$ cat src/rtl/ps2_tx.sv
// ps2_tx: PS/2 host-to-device byte transmitter (RTS, 11-bit frame, ack).
// Define PS2_TX_TIMEOUT_EN to add a watchdog on device clock edges.
module ps2_tx #(
  parameter int unsigned INHIBIT_CYCLES = 5000,
  parameter int unsigned TIMEOUT_CYCLES = 750000
) (
  input  logic       clk,
  input  logic       reset,
  input  logic       wr_ps2,
  input  logic [7:0] din,
  input  logic       ps2_clk_in,
  input  logic       ps2_data_in,
  output logic       ps2_clk_oe,
  output logic       ps2_data_oe,
  output logic       tx_idle,
  output logic       tx_done_tick,
  output logic       tx_err
);

  // One counter serves both the RTS inhibit and the watchdog.
  localparam int unsigned CNT_MAX =
    (TIMEOUT_CYCLES > INHIBIT_CYCLES) ?
    TIMEOUT_CYCLES : INHIBIT_CYCLES;
  localparam int unsigned CW = $clog2(CNT_MAX + 1);
  localparam logic [CW-1:0] INH_LAST =
    CW'(INHIBIT_CYCLES - 1);
`ifdef PS2_TX_TIMEOUT_EN
  localparam logic [CW-1:0] TO_LAST =
    CW'(TIMEOUT_CYCLES - 1);
`endif

  typedef enum logic [2:0] {
    IDLE      = 3'd0,
    RTS       = 3'd1,
    START     = 3'd2,
    DATA      = 3'd3,
    STOP      = 3'd4,
    ACK       = 3'd5,
    WAIT_IDLE = 3'd6
  } state_t;

  state_t        state_q, state_d;
  logic [7:0]    filt_q, filt_d;
  logic          fclk_q, fclk_d;
  logic [CW-1:0] cnt_q, cnt_d;
  logic [3:0]    bits_q, bits_d;
  logic [8:0]    sh_q, sh_d;
  logic          nack_q, nack_d;
  logic          clk_oe_q, clk_oe_d;
  logic          data_oe_q, data_oe_d;
  logic          idle_q, idle_d;
  logic          done_q, done_d;
  logic          err_q, err_d;
  logic          fall_edge;

  always_comb begin
    filt_d = {ps2_clk_in, filt_q[7:1]};
    fclk_d = fclk_q;
    if (filt_q == 8'hff)
      fclk_d = 1'b1;
    else if (filt_q == 8'h00)
      fclk_d = 1'b0;
  end

  assign fall_edge = fclk_q & ~fclk_d;

  always_comb begin
    state_d = state_q;
    cnt_d   = cnt_q;
    bits_d  = bits_q;
    sh_d    = sh_q;
    nack_d  = nack_q;
    done_d  = 1'b0;
    err_d   = 1'b0;
    case (state_q)
      IDLE: begin
        if (wr_ps2) begin
          sh_d    = {~^din, din};
          cnt_d   = '0;
          nack_d  = 1'b0;
          state_d = RTS;
        end
      end
      RTS: begin
        if (cnt_q == INH_LAST)
          state_d = START;
        else
          cnt_d = cnt_q + CW'(1);
      end
      START: begin
        if (fall_edge) begin
          bits_d  = 4'd8;
          state_d = DATA;
        end
      end
      DATA: begin
        if (fall_edge) begin
          if (bits_q == 4'd0) begin
            state_d = STOP;
          end else begin
            sh_d   = {1'b0, sh_q[8:1]};
            bits_d = bits_q - 4'd1;
          end
        end
      end
      STOP: begin
        if (fall_edge) begin
          nack_d  = ps2_data_in;
          err_d   = ps2_data_in;
          state_d = WAIT_IDLE;
        end
      end
      WAIT_IDLE: begin
        if (fclk_q && ps2_data_in) begin
          done_d  = ~nack_q;
          state_d = IDLE;
        end
      end
      default: state_d = IDLE;
    endcase
`ifdef PS2_TX_TIMEOUT_EN
    if (state_d inside {START, DATA, STOP, WAIT_IDLE}) begin
      if (state_d != state_q || fall_edge)
        cnt_d = '0;
      else
        cnt_d = cnt_q + CW'(1);
    end
    if ((state_q inside {START, DATA, STOP, WAIT_IDLE})
        && cnt_q == TO_LAST) begin
      state_d = IDLE;
      done_d  = 1'b0;
      err_d   = 1'b1;
    end
`endif
    // Outputs follow the next state so they line up with state_q.
    clk_oe_d  = (state_d == RTS);
    data_oe_d = (state_d == RTS && cnt_d == INH_LAST)
              || (state_d == START)
              || (state_d == DATA && !sh_d[0]);
    idle_d    = (state_d == IDLE);
  end

  always_ff @(posedge clk) begin
    if (reset) begin
      state_q   <= IDLE;
      filt_q    <= '0;
      fclk_q    <= 1'b0;
      cnt_q     <= '0;
      bits_q    <= '0;
      sh_q      <= '0;
      nack_q    <= 1'b0;
      clk_oe_q  <= 1'b0;
      data_oe_q <= 1'b0;
      idle_q    <= 1'b1;
      done_q    <= 1'b0;
      err_q     <= 1'b0;
    end else begin
      state_q   <= state_d;
      filt_q    <= filt_d;
      fclk_q    <= fclk_d;
      cnt_q     <= cnt_d;
      bits_q    <= bits_d;
      sh_q      <= sh_d;
      nack_q    <= nack_d;
      clk_oe_q  <= clk_oe_d;
      data_oe_q <= data_oe_d;
      idle_q    <= idle_d;
      done_q    <= done_d;
      err_q     <= err_d;
    end
  end

  assign ps2_clk_oe   = clk_oe_q;
  assign ps2_data_oe  = data_oe_q;
  assign tx_idle      = idle_q;
  assign tx_done_tick = done_q;
  assign tx_err       = err_q;

endmodule

$ cat config.mk
export PLATFORM = sky130hd
export DESIGN_NAME = ps2_tx
export DESIGN_NICKNAME = d
export VERILOG_FILES = /design/src/rtl/ps2_tx.sv
export SDC_FILE = /design/constraint.sdc
export NUM_CORES = 1
export LEC_CHECK = 0
export CAP_MARGIN = 20
export CORE_ASPECT_RATIO = 0.5
export CORE_MARGIN = 5
export CORE_UTILIZATION = 45
export DETAILED_ROUTE_END_ITERATION = 12
export HOLD_SLACK_MARGIN = 0.08
export PLACE_DENSITY = 0.66
export SETUP_SLACK_MARGIN = 0.5
export SLEW_MARGIN = 20
export SYNTH_ARGS = -nofsm -noshare
export SYNTH_HDL_FRONTEND = slang
export SYNTH_SLANG_ARGS = --single-unit
$ cat constraint.sdc
create_clock -name clk -period 2.53 [get_ports clk]
set_input_delay 0.506 -clock clk [delete_from_list [all_inputs] [get_ports clk]]
set_output_delay 0.506 -clock clk [all_outputs]
set_load 0.005 [all_outputs]
# Word level (Yosys, flattened, before mapping)
# Cells that the tools add are included.
[word_totals]
ff_bits = 51
output_inout_bits = 5
wordCells = 81
[classes]
n_addsub = 2
eq_ne = 16
mux = 24
n_bitwise = 7
n_reduce_logical = 19
[ops]
columns = ["operator", "count"]
rows = [
  ["20-bit by 13-bit == test with 1-bit output (second input constant)", 2],
  ["20-bit 2-to-1 mux", 2],
  ["20-bit one-hot mux with 2 select lines", 1],
  ["9-bit 2-to-1 mux", 3],
  ["3-bit 2-to-1 mux", 7],
  ["20-bit by 1-bit adder with 20-bit output (second input constant)", 1],
  ["3-bit one-hot mux with 6 select lines", 1],
  ["9-bit one-hot mux with 2 select lines", 1],
  ["3-bit by 2-bit == test with 1-bit output (second input constant)", 4],
  ["4-bit 2-to-1 mux", 3],
  ["2-bit inequality test (second input constant)", 5],
  ["8-bit == test (second input constant)", 1],
  ["8-bit logical NOT", 1],
  ["4-bit one-hot mux with 2 select lines", 1],
  ["4-bit AND reduction", 2],
  ["8-bit XNOR reduction", 1],
  ["3-bit by 1-bit == test with 1-bit output (second input constant)", 2],
  ["3-bit == test (second input constant)", 2],
  ["3-bit logical NOT", 2],
  ["1-bit inverter", 6],
  ["2-bit nonzero test", 3],
  ["3-bit OR reduction", 2],
  ["4-bit logical NOT", 1],
  ["1-bit 2-to-1 mux", 4],
  ["other kinds (7)", 10],
]

# Logic depth before layout (Yosys ltp)
[logic_depth]
ltp_word = 11
depth_mapped = 9

# Worst setup path after synthesis
# No wires, ideal clock.
[synth_path]
path_type = "register -> register"
start = "reg cnt_q[0]"
end = "reg data_oe_q, in the netlist ps2_data_oe"
setup_time_ps = 87
arrival_time_ps = 2342
t_required_ps = 2443
setup_slack_ps = 101
stages_incl_launch_ff = 9
n_path_buf = 0
period_less_slack_ps = 2429
cell_sequence = "dfxtp_1 > ha_1 > nand3_1 > nor2_2 > nand3_2 > o31a_1 > a2111o_1 > or4_1 > o31ai_1"
[synth_via]
elab_chain_len = 7
elab_cells_between_ends = 15
[synth_rtl]
columns = ["item", "line_no", "text"]
rows = [
  ["start, declared", "45", "logic [CW-1:0] cnt_q, cnt_d;"],
  ["start signal, assigned", "161", "cnt_q <= cnt_d;"],
  ["20-bit by 1-bit adder with 20-bit output / 20-bit by 13-bit == test with 1-bit output (equally long branches)", "88, 85", ""],
  ["20-bit 2-to-1 mux / 3-bit 2-to-1 mux (equally long branches)", "85", "if (cnt_q == INH_LAST)"],
  ["20-bit one-hot mux with 2 select lines / 3-bit one-hot mux with 6 select lines (equally long branches)", "75", "case (state_q)"],
  ["20-bit by 13-bit == test with 1-bit output / 3-bit by 1-bit == test with 1-bit output (equally long branches)", "137", "data_oe_d = (state_d == RTS && cnt_d == INH_LAST)"],
  ["1-bit logical AND", "137", ""],
  ["1-bit logical OR", "138", "|| (state_d == START)"],
  ["1-bit logical OR *", "139", "|| (state_d == DATA && !sh_d[0]);"],
  ["end signal, assigned", "166", "data_oe_q <= data_oe_d;"],
  ["end, declared", "50", "logic data_oe_q, data_oe_d;"],
]
# Every way passes the cells marked *; elsewhere a longest branch is shown, timed or not.
# A chain may end at the register's enable or synchronous reset.

# Worst setup path after layout
# Ends and elaborated chain as after synthesis.

==> impl_metrics.toml <==
[clocking]
cts_hold_buf = 0
path_clk_slew_ns = 0.07
cts_buffers = 5
clockBufferDepth = 2
cts_sinks = 51
cts_tree = "done"
htree_levels = 2
root_buffer = "clkbuf_16"
clock_latency_ns = 0.30

[setup_path]
path_buf_inv = 0
r2r_cells = 8
worst_path_largest_cell_delay_ns = 0.50
cp-startpoint = "cnt_q[0]$_SDFF_PP0_"
required_ns = 2.74
slowest_stage = "or4_4"
cp_cell_sequence = "ha_4, nand3_4, or3_4, o21ai_2, nand2_1, a2111o_1, or4_4, o31ai_4"
path_class = "reg2reg"
rr_startpoint = "cnt_q[0]$_SDFF_PP0_"
crit_end = "ps2_data_oe$_SDFF_PP0_"
rrSetupSlack_ns = 0.15
end_kind = "flip-flop"
cp.depth = 8
worstReg2RegEnd = "ps2_data_oe$_SDFF_PP0_"
path_max_fanout = 6
cp-start-kind = "flip-flop"
crit_arrival_ns = 2.59
critPathTopFamily = "simple AND/OR/NAND/NOR gates"

[timing]
fin_skew_ns = 0.00735
slew_viol_final = 0
fin_ws_ns = 0.152
finalCritPeriodShare = 0.940
setup_tns_ns = 0
hold_violations = 0
min_period_ns = 2.38
rsz0062_at_grt = "yes"
worstMarginPinSlew_ns = 0.536
max_slew_margin = 0.643
setup-violations-final = 0
timing.fmax_mhz = 420

[synthesis]
syn-num-nets = 338
ys_ff_latch = 51
synth_cells = 322
ys_types = 62
yosysWarningCount = 0
ys_seq_area_frac = 0.383
async_reset_ff_frac = 0
synth.cell_area_um2 = 2670
synth_edf_count = 0
avgSynthCellArea_um2 = 8.28
synth-main-ff-cell = "dfxtp_1"

[drt]
routed_wl_um = 6880
vias = 2562
vias_per_cell = 5.86
drcViolationCount = 0
post_drt_wl_per_cell_um = 15.7
drt_iter0_drc = 140
drt.antenna.violating_nets = 0
drt-pass1-iter-count = 4

[grt]
grt.overflow.total = 0
grt_max_degree = 50
antenna_found_initial = 0
track_usage = 0.180
grt_first_pass_wirelength_um = 11300
grt_pass1_vias = 2409

[placed_design]
placed_area_um2 = 3100
place_congestion = 0.919
io_buffers = 17
dp_hpwl_um = 4740
dpl_worst_slack_ns = -0.269

[status]
outcome = "completed"

[worst_hold_path]
hold_path_class = "reg2reg"

[final_layout]
area_growth_pct = 28.2
nFillCells = 502
antennaDiodeCount = 0
layout_common_cells = "41 x dfxtp_1, 34 x buf_4, 27 x nand2_1, 27 x a21oi_1, 26 x nor2_1"
fin_util = 0.610
drive_above_1_share = 0.239
final_area_um2 = 3420
nNetsFinal = 379
layout_commonest_cell = "dfxtp_1"

[floorplanning]
io_pins = 18
die-area_um2 = 7660
rows = 19
start_util = 0.475
core-area_um2 = 5610
die_w_um = 119
die_h_um = 64.4

[power]
peakVddDrop_v = 0.000349
leakage_nw = 1.21
p_per_area_nw_per_um2 = 524

[run]
maxCapViolCount = 0
cell usage after synthesis (4+ instances only):
master,instances,area share
a22oi_1,9,0.025
nor2_1,29,0.041
a31oi_1,10,0.023
o31ai_1,4,0.011
inv_1,6,0.0084
nand3_1,12,0.023
clkbuf_1,13,0.018
a21oi_1,27,0.051
nor4_1,7,0.016
xnor2_1,11,0.036
nor3_1,9,0.017
or3_1,4,0.0094
nor2b_1,15,0.035
nand4_1,8,0.019
dfxtp_1,51,0.38
or4_1,4,0.011
nand2_1,27,0.038
o21ai_0,10,0.019
worst min-delay path by stage:
| stage | from | end | slack, ns | depth (start not counted) |
|---|---|---|---|---|
| 2_1_floorplan | nack_q$_SDFFE_PP0P_ | tx_done_tick$_SDFF_PP0_ | 0.40 | 1 |
| 3_3_place_gp | nack_q$_SDFFE_PP0P_ | tx_done_tick$_SDFF_PP0_ | 0.41 | 1 |
| 3_5_place_dp | nack_q$_SDFFE_PP0P_ | tx_done_tick$_SDFF_PP0_ | 0.43 | 1 |
| 4_1_cts | nack_q$_SDFFE_PP0P_ | tx_done_tick$_SDFF_PP0_ | 0.44 | 1 |
| 5_1_grt | nack_q$_SDFFE_PP0P_ | tx_done_tick$_SDFF_PP0_ | 0.46 | 1 |
| 6_report | nack_q$_SDFFE_PP0P_ | tx_done_tick$_SDFF_PP0_ | 0.44 | 1 |
flip-flops by register name, summed over array words and instances (netlist names):
register      count
sh_q              9
cnt_q            20
ps2_data_oe       1
filt_q            8
nack_q            1
tx_err            1
state_q           3
bits_q            4
fclk_q            1
ps2_clk_oe        1
tx_idle           1
tx_done_tick      1
layer usage:
layer	part of all wire	global-route usage	up-vias
met4	0.024	0.0606	0
met3	0.039	0.0426	18
met1	0.48	0.237	1216
met5	0	0	-
met2	0.45	0.295	57
li1	-	-	1271
layout make-up:
| class | instances | area, µm² | area share |
|---|---|---|---|
| Clock inverter | 2 | 15.0 | 0.00439 |
| Inverter | 6 | 22.5 | 0.00659 |
| Timing Repair Buffer | 52 | 439 | 0.128 |
| Sequential cell | 51 | 1040 | 0.304 |
| Multi-Input combinational cell | 247 | 1680 | 0.493 |
| Tap cell | 73 | 91.3 | 0.0267 |
| Clock buffer | 6 | 129 | 0.0377 |
logic make-up (layout without fill, tap and decap cells):
| group | after synthesis | in the layout | share of synthesized area |
|---|---|---|---|
| AOI/OAI and AO/OA | 84 | 84 | 0.204 |
| xor gates and xnor gates | 14 | 14 | 0.0460 |
| adders and majority gates | 3 | 3 | 0.0141 |
| buffers and inverters | 24 | 66 | 0.0436 |
| DFF | 51 | 51 | 0.383 |
| muxes | 1 | 1 | 0.00375 |
| and+or+nand+nor | 145 | 145 | 0.306 |
stage by stage:
| step | power [mW] | hold WS (ns) | std cells |
|---|---|---|---|
| final | 1.79 | 0.440 | 437 |
| after detailed placement | 1.10 | 0.427 | 421 |
| after floorplan | 1.00 | 0.400 | 322 |
| after global placement | 1.10 | 0.413 | 421 |
| after CTS | 1.79 | 0.437 | 432 |
| after global routing | 1.87 | 0.458 | 437 |
power by group:
group / internal, mW / switching (mW)
sequential: 0.827 / 0.0186
clock: 0.372 / 0.318
combinational: 0.127 / 0.131
total: 1.33 / 0.467
what timing repair did:
action                     in CTS  in global routing
gates resized for setup         6                 21
gates cloned                    0                  0
setup buffers                   3                  5
pin swaps                       4                  6
setup endpoints to repair       7                 18
Power figures use the tool's default switching activity.
